`src/rtl/pwm_pkg.sv`:
```
// Shared widths, types and constants for the multi-channel PWM generator.
package pwm_pkg;

  localparam int DUTY_W_MAX = 16;

  typedef logic [DUTY_W_MAX-1:0] duty_t;

  typedef enum logic {
    DIR_UP   = 1'b0,
    DIR_DOWN = 1'b1
  } dir_e;

  function automatic int duty_width(input int period);
    return $clog2(period + 1);
  endfunction

  // Sized to hold PERIOD itself, which the up-down carrier reaches.
  function automatic int cnt_width(input int period);
    return $clog2(period + 1);
  endfunction

  function automatic duty_t reset_duty(input int period);
    return duty_t'(period / 2);
  endfunction

endpackage

```
`src/rtl/pwm_generator_mc_if.sv`:
```
// Button inputs and PWM/duty outputs of the multi-channel PWM generator.
interface pwm_generator_mc_if #(
  parameter int CHANNELS = 4,
  parameter int DUTY_W   = 4
);
  logic [CHANNELS-1:0]             increase_duty;
  logic [CHANNELS-1:0]             decrease_duty;
  logic [CHANNELS-1:0]             PWM_OUT;
  logic [CHANNELS-1:0][DUTY_W-1:0] duty_o;
  logic                            period_start;

  modport master (
    output increase_duty, decrease_duty,
    input  PWM_OUT, duty_o, period_start
  );

  modport slave (
    input  increase_duty, decrease_duty,
    output PWM_OUT, duty_o, period_start
  );
endinterface

```
`src/rtl/pwm_debounce.sv`:
```
// Two-flop synchroniser, stable-high debounce counter and one-cycle press pulse
// on the rising edge of the debounced level.
module pwm_debounce #(
  parameter int DEB_CYCLES = 4
) (
  input  logic clk,
  input  logic rst_n,
  input  logic din_i,
  output logic press_o
);

  localparam int DC_W = $clog2(DEB_CYCLES + 1);

  logic [1:0]      sync_q;
  logic [DC_W-1:0] cnt_q, cnt_d;
  logic            lvl_q, lvl_d;
  logic            lvl_prev_q;

  always_comb begin
    cnt_d = cnt_q;
    lvl_d = lvl_q;
    if (!sync_q[1]) begin
      cnt_d = '0;
      lvl_d = 1'b0;
    end else if (cnt_q != DC_W'(DEB_CYCLES)) begin
      cnt_d = cnt_q + DC_W'(1);
      lvl_d = (cnt_d == DC_W'(DEB_CYCLES));
    end
  end

  always_ff @(posedge clk) begin
    if (!rst_n) begin
      sync_q     <= '0;
      cnt_q      <= '0;
      lvl_q      <= 1'b0;
      lvl_prev_q <= 1'b0;
    end else begin
      sync_q     <= {sync_q[0], din_i};
      cnt_q      <= cnt_d;
      lvl_q      <= lvl_d;
      lvl_prev_q <= lvl_q;
    end
  end

  // Holding the button keeps lvl_q high, so only one pulse per press.
  assign press_o = lvl_q & ~lvl_prev_q;

endmodule

```
`src/rtl/pwm_generator_mc.sv`:
```
// Multi-channel PWM generator: shared carrier, per-channel debounced duty
// controls, duty applied only at carrier wrap. Define PWM_CENTER_ALIGNED_EN
// for an up-down (center-aligned) carrier.
module pwm_generator_mc
  import pwm_pkg::*;
#(
  parameter int CHANNELS   = 4,
  parameter int PERIOD     = 10,
  parameter int STEP       = 1,
  parameter int DEB_CYCLES = 4
) (
  input logic              clk,
  input logic              rst_n,
  pwm_generator_mc_if.slave bus
);

  localparam int DUTY_W = duty_width(PERIOD);
  localparam int CNT_W  = cnt_width(PERIOD);
  localparam logic [DUTY_W-1:0] RST_DUTY = DUTY_W'(reset_duty(PERIOD));

  logic [CHANNELS-1:0]             inc_press, dec_press;
  logic [CHANNELS-1:0][DUTY_W-1:0] pend_q, pend_d;
  logic [CHANNELS-1:0][DUTY_W-1:0] active_q, active_d;
  logic [CHANNELS-1:0]             pwm_q, pwm_d;
  logic [CNT_W-1:0]                cnt_q, cnt_d;
  logic                            ps_q;
  logic                            wrap;
`ifdef PWM_CENTER_ALIGNED_EN
  dir_e                            dir_q, dir_d;
`endif

  function automatic logic [DUTY_W-1:0] sat_up(input logic [DUTY_W-1:0] d);
    logic [DUTY_W:0] s;
    s = {1'b0, d} + (DUTY_W+1)'(STEP);
    return (s > (DUTY_W+1)'(PERIOD)) ? DUTY_W'(PERIOD) : s[DUTY_W-1:0];
  endfunction

  function automatic logic [DUTY_W-1:0] sat_dn(input logic [DUTY_W-1:0] d);
    return (d < DUTY_W'(STEP)) ? '0 : d - DUTY_W'(STEP);
  endfunction

  for (genvar i = 0; i < CHANNELS; i++) begin : g_ch
    pwm_debounce #(.DEB_CYCLES(DEB_CYCLES)) u_deb_inc (
      .clk     (clk),
      .rst_n   (rst_n),
      .din_i   (bus.increase_duty[i]),
      .press_o (inc_press[i])
    );
    pwm_debounce #(.DEB_CYCLES(DEB_CYCLES)) u_deb_dec (
      .clk     (clk),
      .rst_n   (rst_n),
      .din_i   (bus.decrease_duty[i]),
      .press_o (dec_press[i])
    );
  end

  // Carrier next state.
  always_comb begin
    cnt_d = cnt_q;
    wrap  = 1'b0;
`ifdef PWM_CENTER_ALIGNED_EN
    dir_d = dir_q;
    if (dir_q == DIR_UP) begin
      cnt_d = cnt_q + CNT_W'(1);
      if (cnt_q == CNT_W'(PERIOD - 1)) dir_d = DIR_DOWN;
    end else begin
      cnt_d = cnt_q - CNT_W'(1);
      if (cnt_q == CNT_W'(1)) begin
        dir_d = DIR_UP;
        wrap  = 1'b1;
      end
    end
`else
    if (cnt_q == CNT_W'(PERIOD - 1)) begin
      cnt_d = '0;
      wrap  = 1'b1;
    end else begin
      cnt_d = cnt_q + CNT_W'(1);
    end
`endif
  end

  always_comb begin
    pend_d = pend_q;
    for (int i = 0; i < CHANNELS; i++) begin
      if (inc_press[i] && !dec_press[i])      pend_d[i] = sat_up(pend_q[i]);
      else if (dec_press[i] && !inc_press[i]) pend_d[i] = sat_dn(pend_q[i]);
    end
  end

  // Counting phase: cnt 0..PERIOD-1 while rising, PERIOD..1 while falling;
  // comparing with <= on the way down gives exactly 2*duty high cycles.
  always_comb begin
    active_d = wrap ? pend_q : active_q;
    pwm_d    = '0;
    for (int i = 0; i < CHANNELS; i++) begin
`ifdef PWM_CENTER_ALIGNED_EN
      if (dir_q == DIR_UP) pwm_d[i] = (cnt_q <  active_q[i]) || (active_q[i] == DUTY_W'(PERIOD));
      else                 pwm_d[i] = (cnt_q <= active_q[i]) || (active_q[i] == DUTY_W'(PERIOD));
`else
      pwm_d[i] = (cnt_q < active_q[i]);
`endif
    end
  end

  always_ff @(posedge clk) begin
    if (!rst_n) begin
      cnt_q    <= '0;
      pwm_q    <= '0;
      ps_q     <= 1'b0;
      pend_q   <= {CHANNELS{RST_DUTY}};
      active_q <= {CHANNELS{RST_DUTY}};
`ifdef PWM_CENTER_ALIGNED_EN
      dir_q    <= DIR_UP;
`endif
    end else begin
      cnt_q    <= cnt_d;
      pwm_q    <= pwm_d;
      ps_q     <= wrap;
      pend_q   <= pend_d;
      active_q <= active_d;
`ifdef PWM_CENTER_ALIGNED_EN
      dir_q    <= dir_d;
`endif
    end
  end

  assign bus.PWM_OUT      = pwm_q;
  assign bus.duty_o       = active_q;
  assign bus.period_start = ps_q;

endmodule

```
`src/flat_wrapper.sv`:
```
// flat-port wrapper written by rule: the top's interface ports become plain ports
module pwm_generator_mc_flat import pwm_pkg::*;
#(
  parameter int CHANNELS   = 4,
  parameter int PERIOD     = 10,
  parameter int STEP       = 1,
  parameter int DEB_CYCLES = 4
)
  (clk, rst_n, bus_increase_duty, bus_decrease_duty, bus_PWM_OUT, bus_duty_o, bus_period_start);
  pwm_generator_mc_if #(.CHANNELS(CHANNELS), .DUTY_W((4))) bus_i ();
  input logic clk;
  input logic rst_n;
  input wire logic [$bits(bus_i.increase_duty)-1:0] bus_increase_duty;
  input wire logic [$bits(bus_i.decrease_duty)-1:0] bus_decrease_duty;
  output wire logic [$bits(bus_i.PWM_OUT)-1:0] bus_PWM_OUT;
  output wire logic [$bits(bus_i.duty_o)-1:0] bus_duty_o;
  output wire logic [$bits(bus_i.period_start)-1:0] bus_period_start;
  assign bus_i.increase_duty = bus_increase_duty;
  assign bus_i.decrease_duty = bus_decrease_duty;
  assign bus_PWM_OUT = bus_i.PWM_OUT;
  assign bus_duty_o = bus_i.duty_o;
  assign bus_period_start = bus_i.period_start;
  pwm_generator_mc #(.CHANNELS(CHANNELS), .PERIOD(PERIOD), .STEP(STEP), .DEB_CYCLES(DEB_CYCLES)) u_core (.clk(clk), .rst_n(rst_n), .bus(bus_i));
endmodule
```
`config.mk`:
```
export PLATFORM = sky130hd
export DESIGN_NAME = pwm_generator_mc_flat
export DESIGN_NICKNAME = d
export VERILOG_FILES = /design/src/rtl/pwm_pkg.sv /design/src/rtl/pwm_generator_mc_if.sv /design/src/rtl/pwm_debounce.sv /design/src/rtl/pwm_generator_mc.sv /design/src/flat_wrapper.sv
export SDC_FILE = /design/constraint.sdc
export NUM_CORES = 1
export LEC_CHECK = 0
export BUFFER_PORTS_ARGS = -buffer_cell sky130_fd_sc_hd__buf_2
export CAP_MARGIN = 30
export CORE_ASPECT_RATIO = 1.4
export CORE_MARGIN = 2
export CORE_UTILIZATION = 60
export DETAILED_ROUTE_END_ITERATION = 10
export GPL_TIMING_DRIVEN = 0
export PLACE_DENSITY = 0.79
export SYNTH_ARGS = -nofsm -noshare
export SYNTH_HDL_FRONTEND = slang
export SYNTH_SLANG_ARGS = --single-unit
```
`constraint.sdc`:
```
create_clock -name clk -period 4.68 [get_ports clk]
set_input_delay 0 -clock clk [delete_from_list [all_inputs] [get_ports clk]]
set_output_delay 0 -clock clk [all_outputs]
set_load 0.01 [all_outputs]
```
==> metrics.yaml, run 1 <==
setup_path:
  cp-start-kind: "flop"
  end_kind: "flop"
  crit_type: "reg2reg"
  ff2ff_setup_slack_ns: 2.86
  crit_path_max_fanout: 10
  arrival_ns: 2.06
  cp.required_ns: 4.92
synth:
  yosysSeqAreaShare: 0.399
  synth.area.mux_share: 0.0123
  synth_top_area_share: 0.399
  yosys-top-cells-area: "dfxtp_1 40%, ha_1 14%, nor2_1 5.4%, nand2_1 5.0%, inv_1 3.2%"
  netlist_area_um2: 4870
  synth_ff_type: "dfxtp_1"
  syn_nets: 625
  synth_top_family_by_area: "simple AND/OR/NAND/NOR gates"
  synth-simple-area-share: 0.207
  synth_cell_types: 36
  synth-edff-count: 0
  ys_seq_elements: 97
  yosysWarnings: 0
  syn_area_per_cell_um2: 8.67
  synth_xor_area_frac: 0.0234
  postSynthCellCount: 561
  postSynth.asyncResetShare: 0
  synth-compound-area-share: 0.169
  synth_top_area_cell: "dfxtp_1"
  synthAdderAreaFrac: 0.139
detailed_routing:
  drt_iter0_markers: 182
  firstDrtPassIters: 4
  drc: 0
  routedWlPerCell_um: 13.2
  vias_per_cell: 5.44
  totalWireLength_mm: 9.46
  num_vias: 3888
  ant_nets: 0
timing:
  slew_viol_final: 0
  tightest_slew_ns: 0.628
  min_period_ns: 1.82
  setup_viol: 0
  tns_ns: 0
  relSlewSlack: 0.581
  finalClockSkew_ns: 0.0129
  period_share: 0.389
  hold_viol: 0
  rsz0062_at_grt: "false"
  timing.hold.ws_ns: 0.0345
  timing.fmax_mhz: 549
power:
  netSwitchingFraction: 0.221
  p_total_mw: 1.58
  clkPwrFrac: 0.423
  p_comb_frac: 0.039
  power_frac_seq: 0.538
  vdd_ir_drop_max_mv: 0.227
  leakage_nw: 2.46
  powerDensity_nw_per_um2: 288
  intPower_mw: 1.23
  p_switching_mw: 0.348
clock_network:
  cts_buffers: 9
  postCtsSetupBuffers: 0
  cts.clk_slew.worst_paths_ns: 0.10
  clock-sinks: 97
  clock_latency_ns: 0.38
  cts_root_buffer: "clkbuf_8"
  cts_tree: "built"
  htreeDepth: 3
  clk_path_buf_depth: 2
global_routing:
  top_usage_layer: "met2"
  globalRoute.totalOverflow: 0
  grt_pass1_wl_mm: 16.4
  grt.met2_usage: 0.411
  grtUsageTotal: 0.231
  antenna_found_initial: 0
  use_met3: 0.0384
  first_global_vias: 3827
  gr-usage-met1: 0.257
  grt_max_degree: 18
floorplanning:
  initial_core_util: 0.624
  ios: 31
  fp.dieH_um: 111
  core-area_um2: 7800
  row_count: 38
  dieWidth_um: 80.1
  die-area_um2: 8860
cells_and_area:
  fill_cells: 626
  drive_gt1_frac: 0.119
  multi_input_area_um2: 2680
  insertedDiodeCount: 0
  regArea_um2: 1940
  fin_nets: 674
  area_growth_pct: 12.4
  fin_cells: 715
place:
  hpwl_mm: 6.86
  io_buffers: 30
  dp_cells: 691
  gp_congestion: 0.842
hold_path:
  hold_path_class: "in2reg"
job:
  max_cap_viol_count: 0
outcome:
  status: "finished, final reports clean"
-- metal layers --
layer,up-vias,wire (um)
met5,-,0
met4,0,192
met3,14,371
met2,74,4810
met1,1815,4090
li1,1985,-
-- synth_stat cells, types with 6 or more instances --
master	instances
inv_1	42
a211oi_1	8
nand3b_1	7
buf_2	7
nor2_1	70
mux2i_1	6
nand2_1	65
and2_1	25
dfxtp_1	97
o311a_1	7
nand2b_1	19
a22o_1	6
nor3_1	12
ha_1	54
xnor2_1	12
a21o_1	13
a21oi_1	29
nand3_1	11
o21ai_0	20
-- state kept, by name, summed over array words and instances, names as in the netlist --
| name | cells |
|---|---|
| u_core.pend_q | 16 |
| u_core.bus.PWM_OUT | 4 |
| u_core.bus.period_start | 1 |
| u_core.bus.duty_o | 16 |
| u_core.g_ch.u_deb_dec.lvl_q | 4 |
| u_core.g_ch.u_deb_inc.cnt_q | 12 |
| u_core.g_ch.u_deb_dec.sync_q | 8 |
| u_core.g_ch.u_deb_inc.lvl_prev_q | 4 |
| u_core.g_ch.u_deb_inc.lvl_q | 4 |
| u_core.cnt_q | 4 |
| u_core.g_ch.u_deb_dec.lvl_prev_q | 4 |
| u_core.g_ch.u_deb_inc.sync_q | 8 |
| u_core.g_ch.u_deb_dec.cnt_q | 12 |
-- stage by stage --
step,area [um^2],utilization,setup WS (ns)
2_1_floorplan,4870,-,3.18
3_3_place_gp,5140,0.659,2.96
3_5_place_dp,5140,0.659,2.87
4_1_cts,5470,0.701,2.87
5_1_grt,5470,0.701,2.73
6_report,5470,0.701,2.86
-- timing repair --
item,4_1_cts,5_1_grt
gates resized for setup,0,0
hold buffers,8,0
hold endpoints to repair,8,0
-- area by class of cell --
type	instances	area share
timing repair buffer	38	0.0421
clock inverter	7	0.0226
clock buffer	9	0.0226
sequential	97	0.355
tap	100	0.0229
multi-input combinational	404	0.491
buffer	14	0.0126
inverter	46	0.0316
-- power groups by stage --
| stage | sequential [mW] | clock (mW) | combinational [mW] |
|---|---|---|---|
| after CTS | 0.848 | 0.681 | 0.0622 |
| after global routing | 0.850 | 0.716 | 0.0696 |
| after global placement | 0.866 | 0 | 0.0533 |
| final | 0.848 | 0.666 | 0.0615 |
| after floorplan | 0.865 | 0 | 0.0366 |
| after detailed placement | 0.867 | 0 | 0.0564 |
-- cell usage in the layout (no fill, tap or decap), types with 4 or more instances in the layout --
master and n:
nor2_1 70, dlygate4sd3_1 8, nand3b_1 7, a21o_1 13, a22o_1 6, nand2b_1 19, o311a_1 7, o211ai_1 4
xnor2_1 12, inv_1 42, o21ai_0 20, dfxtp_1 97, and2_1 25, o21a_1 4, nand2_1 65, a211oi_1 8
clkbuf_8 9, nand3_1 11, o311ai_1 4, a21oi_1 29, o22ai_1 4, mux2i_1 6, clkbuf_1 5, inv_2 4
nor2b_1 4, a31o_2 4, buf_2 37, nor3_1 12, ha_1 54
-- worst paths after layout --
check,start,end,depth (start not counted)
worst min register to register,u_core.g_ch[3].u_deb_inc.sync_q[0],u_core.g_ch[3].u_deb_inc.sync_q[1],1
worst min-delay path,rst_n,u_core.bus.PWM_OUT[0],3
worst max-delay path,u_core.cnt_q[0],u_core.bus.duty_o[5],5
worst max register to register,u_core.cnt_q[0],u_core.bus.duty_o[5],5
-- cell families (layout without fill, tap and decap cells) --
logic type                 count (synthesis)  in the layout
DFF                                       97             97
buffers and inverters                     60            114
AOI/OAI and AO/OA                        113            113
muxes                                      6              6
adders and majority gates                 54             54
and+or+nand+nor                          218            218
xor gates and xnor gates                  13             13
-- worst max-delay path, cell delays in order (launching register included) --
cell and delay, ns:
dfxtp_1 0.52, ha_1 0.20, nand3b_1 0.10, nand2_1 0.27
clkbuf_1 0.43, o22ai_1 0.16
Note: power is estimated with default switching activity, not from simulation.
==> inputs of run 2 (changes only) <==
Settings changed: CORE_UTILIZATION 60 to 55, PLACE_DENSITY 0.79 to 0.76.
Clock period 4.68 ns to 1.5 ns, I/O delays scaled along.
==> run 2 against run 1 <==
Against the previous run: clock-buffer cell count grew 1; die area grew 8.7%; via count grew 2.1%; cell count grew 3.2%; sequential power grew to 3.1 times the previous value; critical path depth is the same; maximum frequency grew 26%; sequential share of layout area shrank 2.0 points; register-to-register slack lost 2.8 ns; critical path type unchanged; largest power group unchanged; highest routed layer unchanged.
==> metrics.yaml, run 2 (synthesized netlist as in run 1, its figures left out) <==
outcome:
  status: "finished, final reports clean"
cells_and_area:
  final_cell_area_um2: 5910
  final_common_cell: "dfxtp_1"
  fin_nets: 693
  multi_input_area_um2: 2840
  regArea_um2: 1980
  drive_gt1_frac: 0.201
  final_util: 0.686
  insertedDiodeCount: 0
  area_growth_pct: 21.4
  fill_cells: 658
  layout_common_cells: "86 x dfxtp_1, 70 x nor2_1, 62 x nand2_1"
detailed_routing:
  ant_nets: 0
  drt-met1-wl_mm: 4.21
  vias_per_cell: 5.38
  drc: 0
  drt_iter0_markers: 157
  routedWlPerCell_um: 13.1
  firstDrtPassIters: 4
  num_vias: 3971
  highest_layer: "met4"
  totalWireLength_mm: 9.64
  wl_met3_um: 283
  wl_met2_mm: 4.99
floorplanning:
  ios: 31
  die-area_um2: 9630
  fp.dieH_um: 115
  dieWidth_um: 83.5
  initial_core_util: 0.565
  row_count: 40
  core-area_um2: 8610
setup_path:
  cpPeakStageDelay_ns: 0.39
  cp_slowest_cell: "dfxtp_4"
  path_cells: "inv_1 -> ha_2 -> a211oi_1 -> a21o_1 -> o311a_1"
  arrival_ns: 1.67
  r2r_end: "u_core.pend_q[13]"
  ff2ff_setup_slack_ns: 0.06
  crit_path_max_fanout: 5
  cp.required_ns: 1.72
  worst-path-buf-inv: 1
  reg2regPathDepth: 5
  crit_path_start: "u_core.pend_q[13]"
  critPathTopFamily: "compound AO/OA/AOI/OAI gates"
  cp-start-kind: "flop"
  reg2reg_from: "u_core.pend_q[13]"
  crit_type: "reg2reg"
  end_kind: "flop"
clock_network:
  cts.clk_slew.worst_paths_ns: 0.06
  cts_buffers: 9
  htreeDepth: 3
  cts_tree: "built"
  clk_path_buf_depth: 2
  clock_latency_ns: 0.34
  cts_root_buffer: "clkbuf_16"
  clock-sinks: 97
power:
  vdd_ir_drop_max_mv: 0.669
  powerDensity_nw_per_um2: 862
  p_total_mw: 5.09
  leakage_nw: 2.60
timing:
  hold_viol: 0
  rsz0062_at_grt: "true"
  relSlewSlack: 0.610
  min_period_ns: 1.44
  period_share: 0.962
  tightest_slew_ns: 0.585
  setup_viol: 0
  tns_ns: 0
  slew_viol_final: 0
  timing.fmax_mhz: 693
  finalClockSkew_ns: 0.00542
global_routing:
  globalRoute.totalOverflow: 0
  grt_max_degree: 16
  grt_pass1_wl_mm: 15.9
  first_global_vias: 3671
  antenna_found_initial: 0
  grtUsageTotal: 0.201
hold_path:
  min_path_cells: 3
  hold_path_class: "in2reg"
  min_from: "rst_n"
  whs_endpoint: "u_core.bus.duty_o[7]"
place:
  io_buffers: 30
  hpwl_mm: 6.57
  dpl-instance-area_um2: 5150
  gp_congestion: 0.807
job:
  max_cap_viol_count: 0
[run 2: per-stage QoR]
step | cells | setup WS (ns) | hold slack [ns]
after floorplan | 561 | 0.0370 | 0.127
after global placement | 696 | -0.251 | 0.205
after detailed placement | 696 | -0.315 | 0.210
after CTS | 724 | -0.00162 | 0.0919
after global routing | 738 | -0.0184 | 0.119
final | 738 | 0.0564 | 0.0888
[run 2: area by class of cell]
type                            count  share of cell area
Sequential cell                    97               0.335
Clock inverter                      5             0.00953
Clock buffer                       10              0.0404
Multi-Input combinational cell    404               0.481
Buffer                             14              0.0152
Timing Repair Buffer               57              0.0661
Inverter                           46              0.0301
Tap cell                          105              0.0222
[run 2: tightest hold or removal path, delay by kind of cell]
family | cells | cell delay (ns)
buffers and inverters | 1 | 0.13
AO/OA/AOI/OAI | 1 | 0.07
AND/OR/NAND/NOR | 1 | 0.18
[run 2: worst max-delay path by stage]
stage                                 endpoint  slack, ns  cells after the start
after floorplan              u_core.pend_q[13]       0.04                      5
after CTS                 u_core.bus.duty_o[3]     -0.002                      9
final                        u_core.pend_q[13]       0.06                      5
after global routing          u_core.pend_q[9]      -0.02                      5
after global placement    u_core.bus.duty_o[1]      -0.25                      5
after detailed placement  u_core.bus.duty_o[5]      -0.31                      5
[run 2: repair_timing]
item	in CTS	in global routing
setup buffers	5	13
hold buffers	8	0
cloned	0	1
gates resized for setup	27	34
endpoints found under the setup margin	23	22
hold endpoints to repair	8	0
pin swaps	3	9
[run 2: routing by layer]
layer / up-vias / GRT usage
li1: 2024 / -
met1: 1873 / 0.223
met2: 63 / 0.376
met3: 11 / 0.0416
met4: 0 / 0.0785
met5: - / 0
[run 2: report_power, final]
part / switching, mW / internal (mW) / total, mW
sequential: 0.0253 / 2.60 / 2.63
clock: 0.926 / 1.32 / 2.25
combinational: 0.110 / 0.106 / 0.216
total: 1.06 / 4.03 / 5.09
